### config.mk
export PLATFORM = sky130hd
export DESIGN_NAME = oled_power_seq
export DESIGN_NICKNAME = d
export VERILOG_FILES = /design/src/rtl/oled_power_seq.sv
export SDC_FILE = /design/constraint.sdc
export NUM_CORES = 1
export LEC_CHECK = 0
export ABC_AREA = 1
export BUFFER_PORTS_ARGS = -buffer_cell sky130_fd_sc_hd__buf_2
export CAP_MARGIN = 15
export CORE_UTILIZATION = 40
export DETAILED_ROUTE_END_ITERATION = 16
export PLACE_DENSITY = 0.56
export SLEW_MARGIN = 20
export SYNTH_ARGS = -nofsm -noshare
export SYNTH_HDL_FRONTEND = slang
export SYNTH_SLANG_ARGS = --single-unit
### constraint.sdc
create_clock -name sclk -period 3.4 [get_ports sclk]
set_clock_uncertainty 0.05 [all_clocks]
set_input_delay 0.34 -clock sclk [delete_from_list [all_inputs] [get_ports sclk]]
set_output_delay 0.34 -clock sclk [all_outputs]
set_load 0.05 [all_outputs]
### src/rtl/oled_power_seq.sv
// ---------------------------------------------------------------------------
// oled_power_seq
//
// Power sequencer for the PmodOLEDrgb (SSD1331) panel. It drives the panel
// control pins through a full power-on sequence (logic supply, reset pulse,
// VCC enable) and a power-off sequence. Power-off asks the SPI command engine
// to send display-off (0xAE) before VCC is removed. A power-off request during
// power-on aborts the sequence and goes straight to VCC discharge.
//
// Ports:
//   sclk           in   system clock, all logic on posedge
//   rst            in   asynchronous active-high reset
//   power_on_req   in   level, sampled only in OFF
//   power_off_req  in   level, sampled in ON and in the power-on states
//   disp_off_ack   in   command engine has sent display-off
//   disp_off_req   out  request to command engine to send display-off
//   busy           out  high in every state except OFF and ON
//   powered        out  high only in ON
//   on_done        out  one-cycle pulse on entry to ON
//   off_done       out  one-cycle pulse on entry to OFF (not after reset)
//   dc_c           out  data/command select, held 0
//   res            out  panel reset, active low
//   vcc_en         out  panel VCC (13 V) enable
//   pmod_en        out  panel VDD logic enable
//
// Build option:
//   OLED_POWER_SEQ_FAST_SIM_EN  when defined, every wait is forced to 2 us
//                               (simulation only).
// ---------------------------------------------------------------------------
module oled_power_seq #(
    parameter int unsigned CLOCK_FREQUENCY_HZ   = 200000000,
    parameter int unsigned TIMER_W              = 32,
    parameter int unsigned WAIT_POWER_STABLE_US = 20000,
    parameter int unsigned WAIT_RESET_US        = 3,
    parameter int unsigned WAIT_VCC_ON_US       = 25000,
    parameter int unsigned WAIT_VCC_OFF_US      = 100000
) (
    input  logic sclk,
    input  logic rst,
    input  logic power_on_req,
    input  logic power_off_req,
    input  logic disp_off_ack,
    output logic disp_off_req,
    output logic busy,
    output logic powered,
    output logic on_done,
    output logic off_done,
    output logic dc_c,
    output logic res,
    output logic vcc_en,
    output logic pmod_en
);

    localparam int unsigned PRESCALE = CLOCK_FREQUENCY_HZ / 1000000;

`ifdef OLED_POWER_SEQ_FAST_SIM_EN
    localparam int unsigned W_STABLE  = 2;
    localparam int unsigned W_RESET   = 2;
    localparam int unsigned W_VCC_ON  = 2;
    localparam int unsigned W_VCC_OFF = 2;
`else
    localparam int unsigned W_STABLE  = WAIT_POWER_STABLE_US;
    localparam int unsigned W_RESET   = WAIT_RESET_US;
    localparam int unsigned W_VCC_ON  = WAIT_VCC_ON_US;
    localparam int unsigned W_VCC_OFF = WAIT_VCC_OFF_US;
`endif

    localparam longint unsigned MAX_A    = (W_STABLE > W_RESET) ? W_STABLE : W_RESET;
    localparam longint unsigned MAX_B    = (W_VCC_ON > W_VCC_OFF) ? W_VCC_ON : W_VCC_OFF;
    localparam longint unsigned MAX_WAIT = (MAX_A > MAX_B) ? MAX_A : MAX_B;
    localparam longint unsigned MIN_A    = (W_STABLE < W_RESET) ? W_STABLE : W_RESET;
    localparam longint unsigned MIN_B    = (W_VCC_ON < W_VCC_OFF) ? W_VCC_ON : W_VCC_OFF;
    localparam longint unsigned MIN_WAIT = (MIN_A < MIN_B) ? MIN_A : MIN_B;
    localparam longint unsigned TIMER_MAX = (TIMER_W >= 64) ? 64'hFFFF_FFFF_FFFF_FFFF
                                                            : ((64'd1 << TIMER_W) - 64'd1);

    if (PRESCALE < 1) begin : g_chk_prescale
        $error("oled_power_seq: CLOCK_FREQUENCY_HZ must give at least 1 cycle per us");
    end
    if (MIN_WAIT < 1) begin : g_chk_min_wait
        $error("oled_power_seq: every wait must be at least 1 us");
    end
    if (MAX_WAIT * PRESCALE > TIMER_MAX) begin : g_chk_timer_w
        $error("oled_power_seq: longest wait in cycles does not fit in TIMER_W");
    end

    // Counters are loaded with (value - 1) so that a state entered at edge E
    // leaves on edge E + N*PRESCALE, i.e. it is active for exactly N*PRESCALE cycles.
    localparam logic [TIMER_W-1:0] PRE_LOAD   = TIMER_W'(PRESCALE - 1);
    localparam logic [TIMER_W-1:0] LD_STABLE  = TIMER_W'(W_STABLE - 1);
    localparam logic [TIMER_W-1:0] LD_RESET   = TIMER_W'(W_RESET - 1);
    localparam logic [TIMER_W-1:0] LD_VCC_ON  = TIMER_W'(W_VCC_ON - 1);
    localparam logic [TIMER_W-1:0] LD_VCC_OFF = TIMER_W'(W_VCC_OFF - 1);
    localparam logic [TIMER_W-1:0] ONE        = TIMER_W'(1);

    typedef enum logic [2:0] {
        ST_OFF,
        ST_PON_STABLE,
        ST_PON_RESET,
        ST_PON_RECOVER,
        ST_PON_VCC,
        ST_ON,
        ST_POFF_CMD,
        ST_POFF_VCC
    } state_t;

    state_t             state_q, state_d;
    logic [TIMER_W-1:0] pre_q, pre_d;
    logic [TIMER_W-1:0] us_q, us_d;
    logic               disp_off_req_q, disp_off_req_d;
    logic               busy_q, busy_d;
    logic               powered_q, powered_d;
    logic               on_done_q, on_done_d;
    logic               off_done_q, off_done_d;
    logic               dc_c_q, dc_c_d;
    logic               res_q, res_d;
    logic               vcc_en_q, vcc_en_d;
    logic               pmod_en_q, pmod_en_d;
    logic               timer_done;
    logic               in_pon;

    assign timer_done = (pre_q == '0) && (us_q == '0);
    assign in_pon     = (state_q == ST_PON_STABLE) || (state_q == ST_PON_RESET) ||
                        (state_q == ST_PON_RECOVER) || (state_q == ST_PON_VCC);

    always_comb begin
        state_d        = state_q;
        disp_off_req_d = disp_off_req_q;
        res_d          = res_q;
        vcc_en_d       = vcc_en_q;
        pmod_en_d      = pmod_en_q;
        dc_c_d         = 1'b0;
        on_done_d      = 1'b0;
        off_done_d     = 1'b0;

        // Free-running count-down; overridden below when a timed state is entered.
        pre_d = pre_q;
        us_d  = us_q;
        if (pre_q != '0) begin
            pre_d = pre_q - ONE;
        end else if (us_q != '0) begin
            us_d  = us_q - ONE;
            pre_d = PRE_LOAD;
        end

        case (state_q)
            ST_OFF: begin
                if (power_on_req && !power_off_req) begin
                    state_d   = ST_PON_STABLE;
                    pmod_en_d = 1'b1;
                    res_d     = 1'b1;
                    pre_d     = PRE_LOAD;
                    us_d      = LD_STABLE;
                end
            end
            ST_ON: begin
                if (power_off_req) begin
                    state_d        = ST_POFF_CMD;
                    disp_off_req_d = 1'b1;
                end
            end
            ST_POFF_CMD: begin
                if (disp_off_ack) begin
                    state_d        = ST_POFF_VCC;
                    disp_off_req_d = 1'b0;
                    vcc_en_d       = 1'b0;
                    pre_d          = PRE_LOAD;
                    us_d           = LD_VCC_OFF;
                end
            end
            ST_POFF_VCC: begin
                if (timer_done) begin
                    state_d    = ST_OFF;
                    pmod_en_d  = 1'b0;
                    res_d      = 1'b0;
                    off_done_d = 1'b1;
                end
            end
            default: begin
                // Power-on states: abort has priority over timer expiry.
                if (in_pon && power_off_req) begin
                    state_d  = ST_POFF_VCC;
                    vcc_en_d = 1'b0;
                    res_d    = 1'b1;
                    pre_d    = PRE_LOAD;
                    us_d     = LD_VCC_OFF;
                end else if (timer_done) begin
                    case (state_q)
                        ST_PON_STABLE: begin
                            state_d = ST_PON_RESET;
                            res_d   = 1'b0;
                            pre_d   = PRE_LOAD;
                            us_d    = LD_RESET;
                        end
                        ST_PON_RESET: begin
                            state_d = ST_PON_RECOVER;
                            res_d   = 1'b1;
                            pre_d   = PRE_LOAD;
                            us_d    = LD_RESET;
                        end
                        ST_PON_RECOVER: begin
                            state_d  = ST_PON_VCC;
                            vcc_en_d = 1'b1;
                            pre_d    = PRE_LOAD;
                            us_d     = LD_VCC_ON;
                        end
                        ST_PON_VCC: begin
                            state_d   = ST_ON;
                            on_done_d = 1'b1;
                        end
                        default: begin
                            state_d = ST_OFF;
                        end
                    endcase
                end
            end
        endcase

        // Status outputs follow the next state so they change on the same edge.
        busy_d    = (state_d != ST_OFF) && (state_d != ST_ON);
        powered_d = (state_d == ST_ON);
    end

    always_ff @(posedge sclk or posedge rst) begin
        if (rst) begin
            state_q        <= ST_OFF;
            pre_q          <= '0;
            us_q           <= '0;
            disp_off_req_q <= 1'b0;
            busy_q         <= 1'b0;
            powered_q      <= 1'b0;
            on_done_q      <= 1'b0;
            off_done_q     <= 1'b0;
            dc_c_q         <= 1'b0;
            res_q          <= 1'b0;
            vcc_en_q       <= 1'b0;
            pmod_en_q      <= 1'b0;
        end else begin
            state_q        <= state_d;
            pre_q          <= pre_d;
            us_q           <= us_d;
            disp_off_req_q <= disp_off_req_d;
            busy_q         <= busy_d;
            powered_q      <= powered_d;
            on_done_q      <= on_done_d;
            off_done_q     <= off_done_d;
            dc_c_q         <= dc_c_d;
            res_q          <= res_d;
            vcc_en_q       <= vcc_en_d;
            pmod_en_q      <= pmod_en_d;
        end
    end

    assign disp_off_req = disp_off_req_q;
    assign busy         = busy_q;
    assign powered      = powered_q;
    assign on_done      = on_done_q;
    assign off_done     = off_done_q;
    assign dc_c         = dc_c_q;
    assign res          = res_q;
    assign vcc_en       = vcc_en_q;
    assign pmod_en      = pmod_en_q;

endmodule
==> flow_metrics.tcl <==
set metrics [dict create \
    area_growth_pct 9.65 \
    hold_viol_final 0 \
    post_synth.cell_area_avg_um2 7.38 \
    core_area_um2 12100 \
    ir_worst_vdd_v 0.000404 \
    yosys-mux-area-fraction 0 \
    clk_path_buf_depth 2 \
    cts_tree "done" \
    grt_pass1_vias 4259 \
    cts.repair.resized 0 \
    routed_wl_mm 12.7 \
    cts_hold_buffers 0 \
    p_leak_nw 2.56 \
    initial_core_util 0.410 \
    maxSlewViolCount 0 \
    wl_per_cell_um 14.8 \
    synth_compound_area_frac 0.0553 \
    routabilityCongestion 0.866 \
    synth_xor_area_frac 0.0814 \
    cp_max_fo 37 \
    grt-ovfl-total 0 \
    synth_top_cell_area_share 0.379 \
    postLayoutCellArea_um2 5430 \
    yosys.area_share.simple 0.411 \
    cts_sinks 75 \
    dp_worst_setup_slack_ps 999 \
    cp-start-kind "flop" \
    die_y_um 113 \
    ys_ff_latch 75 \
    antenna_cells 0 \
    synth_warnings 0 \
    grt_pass1_wl_mm 21.6 \
    rows 40 \
    fmax_ghz 0.414 \
    io_pins 14 \
    die_area_um2 12800 \
    via_count 4416 \
    syn_area_um2 4950 \
    rsz0062_at_grt "false" \
    dp_cells 843 \
    yosysSeqAreaShare 0.379 \
    ys_types 39 \
    path_class "flop to flop" \
    synth_largest_area_cell "dfrtp_1" \
    stdcell_count 859 \
    synth_edf_count 0 \
    setup_violations 0 \
    synthArstFlopShare 1.00 \
    path_clk_slew_ps 60 \
    synth_ff_type "dfrtp_1" \
    drive_above_1_share 0.136 \
    cap_violations 0 \
    grt_usage 0.216 \
    period_share 0.710 \
    antenna_found_initial 0 \
    multi_input_area_um2 2770 \
    drt-initial-drc-count 318 \
    layout_setup_ws_ps 986 \
    viasPerCell 5.14 \
    portBuffers 12 \
    setup_tns_ps 0 \
    synthTopCellsByCount "nand2_1, nor2_1, dfrtp_1, inv_1, nand3_1" \
    synth_nets 680 \
    power.density_nw_per_um2 554 \
    numCtsBuffers 9 \
    layout_min_cycle_time_ps 2410 \
    relSlewSlack 0.595 \
    seqCellArea_um2 1880 \
    synthAdderAreaFrac 0.0101 \
    synthCells 671 \
    fin_nets 695 \
    synth_top_family_by_area "simple AND/OR/NAND/NOR gates" \
    fin_worst_hold_slack_ps 6.13 \
    status "completed" \
    placed_area_um2 5160 \
    endpoint_kind "flop" \
    post_cts_buffers 0 \
    hold_class "input port to async pin" \
    tightest_slew_ps 607 \
    ys_top_cells_by_area "dfrtp_1, nand2_1, nor2_1" \
    dp_hpwl_mm 9.53 \
    clock-root-buffer "clkbuf_16" \
    clk_latency_ps 350 \
    critPathRequiredTime_ps 3560 \
    h-tree-depth 3 \
    die_x_um 113 \
    cp.arrival_ps 2580 \
    grt_max_degree 63 \
    ant_nets 0 \
    fillers 1265 \
    yosysMostFrequentCell "nand2_1" \
    firstDrtPassIters 5 \
    route.detailed.drc 0 \
]
layout make-up:
type | instances | share of cell area
multi-input combinational | 527 | 0.510
sequential | 75 | 0.346
clock buffer | 10 | 0.0422
inverter | 59 | 0.0422
tap | 168 | 0.0387
timing repair buffer | 14 | 0.0138
clock inverter | 6 | 0.00761
cell families after synthesis:
kind of cell / Yosys count
buffers and inverters: 69
adder cells (fa/ha/maj): 4
other: 1
AO/OA/AOI/OAI: 51
flip-flops: 75
XOR/XNOR: 46
AND/OR/NAND/NOR: 425
layer usage:
layer,share of wire,GRT usage,vias up
li1,-,-,2185
met1,0.48,0.300,2116
met2,0.46,0.348,103
met3,0.044,0.0300,12
met4,0.012,0.0711,0
met5,0,0,-
path summary, 6_finish.rpt:
kind	start	endpoint	slack [ps]	cells after the start
max in group asynchronous	rst	pre_q[1]$_DFF_PP0_	2660	3
min in group sclk	power_off_req	on_done$_DFF_PP0_	250	2
min	rst	us_q[15]$_DFF_PP0_	6	2
min reg2reg	disp_off_req$_DFFE_PP0P_	disp_off_req$_DFFE_PP0P_	420	2
max	us_q[0]$_DFF_PP0_	pre_q[31]$_DFF_PP0_	990	11
max reg2reg	us_q[0]$_DFF_PP0_	pre_q[31]$_DFF_PP0_	990	11
report_power, final:
| group | total [mW] | internal (mW) | switching [mW] |
|---|---|---|---|
| Sequential | 1.06 | 0.977 | 0.0807 |
| Combinational | 1.07 | 0.258 | 0.809 |
| Clock | 0.882 | 0.495 | 0.387 |
| Total | 3.01 | 1.73 | 1.28 |
critical path, cell delays in order, from the launching register on:
cell	delay, ps
dfrtp_1	400
inv_1	180
ha_1	220
nand3_1	80
nor2_1	100
nand2_1	110
nor2_4	220
nand3_4	120
nand2_2	80
nand2_2	180
inv_4	400
nor3_1	120
state kept, by name, indices dropped and copies added (netlist names):
register	count
off_done	1
disp_off_req	1
busy	1
on_done	1
res	1
vcc_en	1
pmod_en	1
pre_q	32
powered	1
us_q	32
state_q	3
through the flow:
step           power, mW   util
4_1_cts             3.04  0.450
3_5_place_dp        2.14  0.428
5_1_grt             3.23  0.450
2_1_floorplan       1.94      -
6_report            3.01  0.450
3_3_place_gp        2.15  0.427
cells in the final DEF, fill, tap and decap left out, drive strengths merged:
cell,instances
nand3b,3
o211ai,3
clkbuf,10
nor3,27
o21ai,36
dfrtp,75
xor2,30
or3,1
or2,1
nand3,37
inv,57
o21a,1
a31o,1
ha,4
buf,14
o22ai,1
nand2,165
nor4,8
conb,1
clkinv,8
a21oi,8
xnor2,16
nor2,165
o2111ai,1
nand4,18
(Power assumes the default switching activity.)
